## config.mk

```make
export PLATFORM = sky130hd
export DESIGN_NAME = code_seq_tx
export DESIGN_NICKNAME = d
export VERILOG_FILES = /design/src/rtl/seq_pkg.sv /design/src/rtl/seq_tick_div.sv /design/src/rtl/code_seq_tx.sv
export SDC_FILE = /design/constraint.sdc
export NUM_CORES = 1
export LEC_CHECK = 0
export ABC_AREA = 1
export CAP_MARGIN = 15
export CORE_AREA = 2 2 69 71
export DETAILED_ROUTE_END_ITERATION = 10
export DIE_AREA = 0 0 71 73
export SYNTH_ARGS = -nofsm -noshare
export SYNTH_HDL_FRONTEND = slang
export SYNTH_SLANG_ARGS = --single-unit
```

## constraint.sdc

```tcl
create_clock -name clk -period 3.9 [get_ports clk]
set_input_delay 0.39 -clock clk [delete_from_list [all_inputs] [get_ports clk]]
set_output_delay 0.39 -clock clk [all_outputs]
set_load 0.005 [all_outputs]
```

## src/rtl/seq_pkg.sv

```systemverilog
// Shared definitions for the unlock-code link: state encodings used by the
// transmitter and by the receiver-side bench, plus a counter-width helper.
package seq_pkg;

    localparam logic [1:0] ST_IDLE  = 2'd0;
    localparam logic [1:0] ST_SEND  = 2'd1;
    localparam logic [1:0] ST_GUARD = 2'd2;
    localparam logic [1:0] ST_DONE  = 2'd3;

    typedef enum logic [1:0] {
        IDLE  = ST_IDLE,
        SEND  = ST_SEND,
        GUARD = ST_GUARD,
        DONE  = ST_DONE
    } seq_state_e;

    // Width of a counter that must hold 0..n-1; never narrower than one bit.
    function automatic int cnt_w(input int n);
        return (n > 1) ? $clog2(n) : 1;
    endfunction

endpackage

```

## src/rtl/seq_tick_div.sv

```systemverilog
// Bit-period divider: counts 0..BIT_CYCLES-1 and flags the last clock of each
// bit period. A synchronous clear restarts the period so a new bit (or a new
// state) always gets a full BIT_CYCLES clocks.
module seq_tick_div
    import seq_pkg::*;
#(
    parameter int BIT_CYCLES = 4
) (
    input  logic clk,
    input  logic rst,
    input  logic clr_i,
    output logic tick_o
);

    localparam int CW = cnt_w(BIT_CYCLES);

    logic [CW-1:0] cnt_q, cnt_d;

    assign tick_o = (cnt_q == CW'(BIT_CYCLES - 1));

    // Next count: restart on clear or at the period boundary, else advance.
    always_comb begin
        cnt_d = cnt_q + 1'b1;
        if (clr_i || tick_o) begin
            cnt_d = '0;
        end
    end

    // Period counter register.
    always_ff @(posedge clk) begin
        if (rst) begin
            cnt_q <= '0;
        end else begin
            cnt_q <= cnt_d;
        end
    end

endmodule

```

## src/rtl/code_seq_tx.sv

```systemverilog
// Transmit side of the serial unlock-code link. Sends the latched code MSB
// first, BIT_CYCLES clocks per bit, follows each frame with a guard gap, and
// repeats the frame repeat_n+1 times before a one-cycle done pulse.
//
// Handshake: start is only looked at in IDLE; the edge that sees start=1 in
// IDLE accepts the request and latches code/repeat_n. While busy or done are
// high, start and the data ports are ignored. There is no backpressure.
module code_seq_tx
    import seq_pkg::*;
#(
    parameter int CODE_W     = 8,
    parameter int BIT_CYCLES = 4,
    parameter int GUARD_BITS = 2,
    parameter int REPEAT_W   = 2
) (
    input  logic                clk,
    input  logic                rst,
    input  logic                start,
    input  logic [CODE_W-1:0]   code,
    input  logic [REPEAT_W-1:0] repeat_n,
    output logic                tx_bit,
    output logic                tx_valid,
    output logic                busy,
    output logic                done,
    output logic [1:0]          state
);

    localparam int BW = cnt_w(CODE_W);
    localparam int GW = cnt_w(GUARD_BITS);

    seq_state_e          state_q, state_d;
    logic [CODE_W-1:0]   sh_q, sh_d;
    logic [CODE_W-1:0]   code_lat_q, code_lat_d;
    logic [BW-1:0]       bit_q, bit_d;
    logic [GW-1:0]       gcnt_q, gcnt_d;
    logic [REPEAT_W-1:0] frm_q, frm_d;
    logic                tx_bit_q, tx_bit_d;
    logic                tx_valid_q, tx_valid_d;
    logic                busy_q, busy_d;
    logic                done_q, done_d;
    logic                tick;
    logic                div_clr;

    // Every state change (including acceptance) restarts the bit period.
    assign div_clr = (state_d != state_q);

    seq_tick_div #(
        .BIT_CYCLES(BIT_CYCLES)
    ) u_tick_div (
        .clk   (clk),
        .rst   (rst),
        .clr_i (div_clr),
        .tick_o(tick)
    );

    // Next-state, datapath and registered-output decode.
    always_comb begin
        state_d    = state_q;
        sh_d       = sh_q;
        code_lat_d = code_lat_q;
        bit_d      = bit_q;
        gcnt_d     = gcnt_q;
        frm_d      = frm_q;

        case (state_q)
            IDLE: begin
                if (start) begin
                    state_d    = SEND;
                    sh_d       = code;
                    code_lat_d = code;
                    frm_d      = repeat_n;
                    bit_d      = '0;
                    gcnt_d     = '0;
                end
            end
            SEND: begin
                if (tick) begin
                    if (bit_q == BW'(CODE_W - 1)) begin
                        state_d = GUARD;
                        bit_d   = '0;
                        gcnt_d  = '0;
                    end else begin
                        bit_d = bit_q + 1'b1;
                        sh_d  = {sh_q[CODE_W-2:0], 1'b0};
                    end
                end
            end
            GUARD: begin
                if (tick) begin
                    if (gcnt_q == GW'(GUARD_BITS - 1)) begin
                        gcnt_d = '0;
                        if (frm_q == '0) begin
                            state_d = DONE;
                        end else begin
                            // Repeat frames come from the latched copy, not the live port.
                            frm_d   = frm_q - 1'b1;
                            sh_d    = code_lat_q;
                            bit_d   = '0;
                            state_d = SEND;
                        end
                    end else begin
                        gcnt_d = gcnt_q + 1'b1;
                    end
                end
            end
            DONE: begin
                state_d = IDLE;
            end
            default: begin
                state_d = IDLE;
            end
        endcase

        // Outputs are decoded from the next state so they line up with state_q.
        tx_valid_d = (state_d == SEND);
        tx_bit_d   = (state_d == SEND) && sh_d[CODE_W-1];
        busy_d     = (state_d == SEND) || (state_d == GUARD);
        done_d     = (state_d == DONE);
    end

    // State, datapath and output registers.
    always_ff @(posedge clk) begin
        if (rst) begin
            state_q    <= IDLE;
            sh_q       <= '0;
            code_lat_q <= '0;
            bit_q      <= '0;
            gcnt_q     <= '0;
            frm_q      <= '0;
            tx_bit_q   <= 1'b0;
            tx_valid_q <= 1'b0;
            busy_q     <= 1'b0;
            done_q     <= 1'b0;
        end else begin
            state_q    <= state_d;
            sh_q       <= sh_d;
            code_lat_q <= code_lat_d;
            bit_q      <= bit_d;
            gcnt_q     <= gcnt_d;
            frm_q      <= frm_d;
            tx_bit_q   <= tx_bit_d;
            tx_valid_q <= tx_valid_d;
            busy_q     <= busy_d;
            done_q     <= done_d;
        end
    end

    assign tx_bit   = tx_bit_q;
    assign tx_valid = tx_valid_q;
    assign busy     = busy_q;
    assign done     = done_q;
    assign state    = state_q;

endmodule

```

==> results.toml <==
[layout]
syn_to_final_growth_pct = 19.57
final_nets = 270
layout_common_cells = "nand2_1, nor2_1, dfxtp_1"
final_cell_count_no_fill = 306
antenna_cells = 0
final_util_pct = 39.94
multi_input_area_sq_um = 772.0
drive_above_1_share_pct = 8.333
final_area_sq_um = 1812
seqCellArea_sq_um = 600.6
layout_commonest_cell = "nand2_1"
n_fill_cell = 475

[route]
remaining_drc_errors = 0
wl_per_cell_um = 10.09
drtPass1Iterations = 4
antenna_left = 0
drt_iter0_drc = 126
via_count = 1393
avgViaCountPerCell = 4.552
routed_wl_um = 3088

[global_route]
grtUsageTotal_pct = 13.92
grt_pass1_wl_um = 5733
grt_busiest_layer = "met2"
grt_util_met1_pct = 15.94
antenna_found_initial = 0
grt_max_degree = 16
grt_use_met2_pct = 23.88
grt_overflow_total = 0
grt_util_met3_pct = 4.558
grt_pass1_vias = 1386

[logic_synthesis]
syn_avg_cell_area_sq_um = 6.559
netlist.area_leader.share_pct = 39.64
netlist_instances = 231
yosys.area.top_type = "dfxtp_1"
mappedNetlistNets = 250
ys_ff_latch = 30
netlist_area_sq_um = 1515
yosysWarnings = 0
yosysUniqueCellTypes = 18
yosys-top-cells-area = "dfxtp_1, nand2_1, nor2_1, inv_1, ha_1"
synth_seq_area_share_pct = 39.64

[setup_path]
r2r_setup_slack_ns = 2.03
path_cells = "clkdlybuf4s50_1"
critPathKind = "flop to output port"
crit_path_start_kind = "flop"
worstPathRequired_ns = 3.51
cp_num_cells = 1
crit_arrival_ns = 1.50
cp_max_fo = 12
crit_family = "flip-flops"
critPathBufInv = 1
cp-end-kind = "output port"
slowest_stage = "dfxtp_1"
max_stage_delay_ns = 0.62
ff2ff_path_depth = 10

[power]
peakVddDrop_mv = 0.2313
power_density_nw_per_um2 = 400.6
p_leak_nw = 0.8424
p_total_mw = 0.7257

[placed_design]
dp_hpwl_um = 2300
port_buffers = 18
place_area_sq_um = 1720
dp_cells = 298
dp_slack_ns = 1.864
gp_congestion = 0.7667

[clocking]
cts.sinks = 30
root_buffer = "clkbuf_8"
ctsHoldBuffers = 0
cts_max_level = 2
cts_setup_buffers = 0
cts-resized-gates = 0
insertion_delay_ns = 0.28
cts_tree = "done"
cts_buffers = 5
path_clk_slew_ns = 0.06
cts_buffer_depth = 2

[timing]
max_freq_mhz = 529.5
period_minus_slack_ns = 1.889
setup_viol = 0
hold_ws_ns = 0.4269
worst-slew-pin-transition_ns = 0.4952
fin_crit_sh_pct = 48.43
tns_ns = 0
hold_viol = 0
relSlewSlack_pct = 66.88
fin_worst_skew_ns = 0.008410
slew_viol_final = 0
setup_ws_ns = 2.011
rsz0062_at_grt = "no"

[floorplanning]
die-area_sq_um = 5183
die_h_um = 73
ioPinCount = 19
start_util_pct = 33.41
num_rows = 25
die_w_um = 71
core_region_area_sq_um = 4536

[hold_path]
hp-class = "flop to flop"
min_path_cells = 1

[run]
drv_cap = 0

[outcome]
status = "completed"
## where the power goes
group | internal (mW) | total, mW | switching [mW]
Sequential | 0.333 | 0.349 | 0.0164
Combinational | 0.0506 | 0.119 | 0.0680
Clock | 0.142 | 0.258 | 0.116
## per-layer routing
layer | vias to the layer above | part of all wire (%)
met3 | 6 | 3.1
met5 | - | 0
met2 | 24 | 47
met4 | 0 | 1.6
met1 | 610 | 48
li1 | 753 | -
## registers in the layout, summed over array words and instances, names as in the netlist
register          cells
bit_q                 3
state                 2
tx_bit                1
sh_q                  8
u_tick_div.cnt_q      2
code_lat_q            8
frm_q                 2
done                  1
busy                  1
tx_valid              1
gcnt_q                1
## logic make-up after synthesis
group | after synthesis | share of synthesized area (%)
flip-flops | 30 | 39.64
buffers and inverters | 31 | 9.413
AND/OR/NAND/NOR | 143 | 39.06
adder cells (fa/ha/maj) | 6 | 4.954
AO/OA/AOI/OAI | 21 | 6.936
## synthesized netlist by cell type (all sizes together)
library cell	instances
nand2	79
a21oi	14
inv	26
o21ai	7
nand3	15
dfxtp	30
clkbuf	1
ha	6
buf	4
nor2	48
nor3	1
## path summary, 6_finish.rpt
path / start / to
min: u_tick_div.cnt_q[0] / u_tick_div.cnt_q[0]
min reg2reg: u_tick_div.cnt_q[0] / u_tick_div.cnt_q[0]
max: state[0] / state[0]
max reg2reg: bit_q[0] / busy
## final cells by class
class | count | share of cell area, %
tap | 54 | 3.729
sequential | 30 | 33.15
timing repair buffer | 18 | 9.945
clock inverter | 1 | 0.2762
multi-input combinational | 170 | 42.61
clock buffer | 7 | 4.765
inverter | 26 | 5.525
Power figures use the tool's default switching activity.
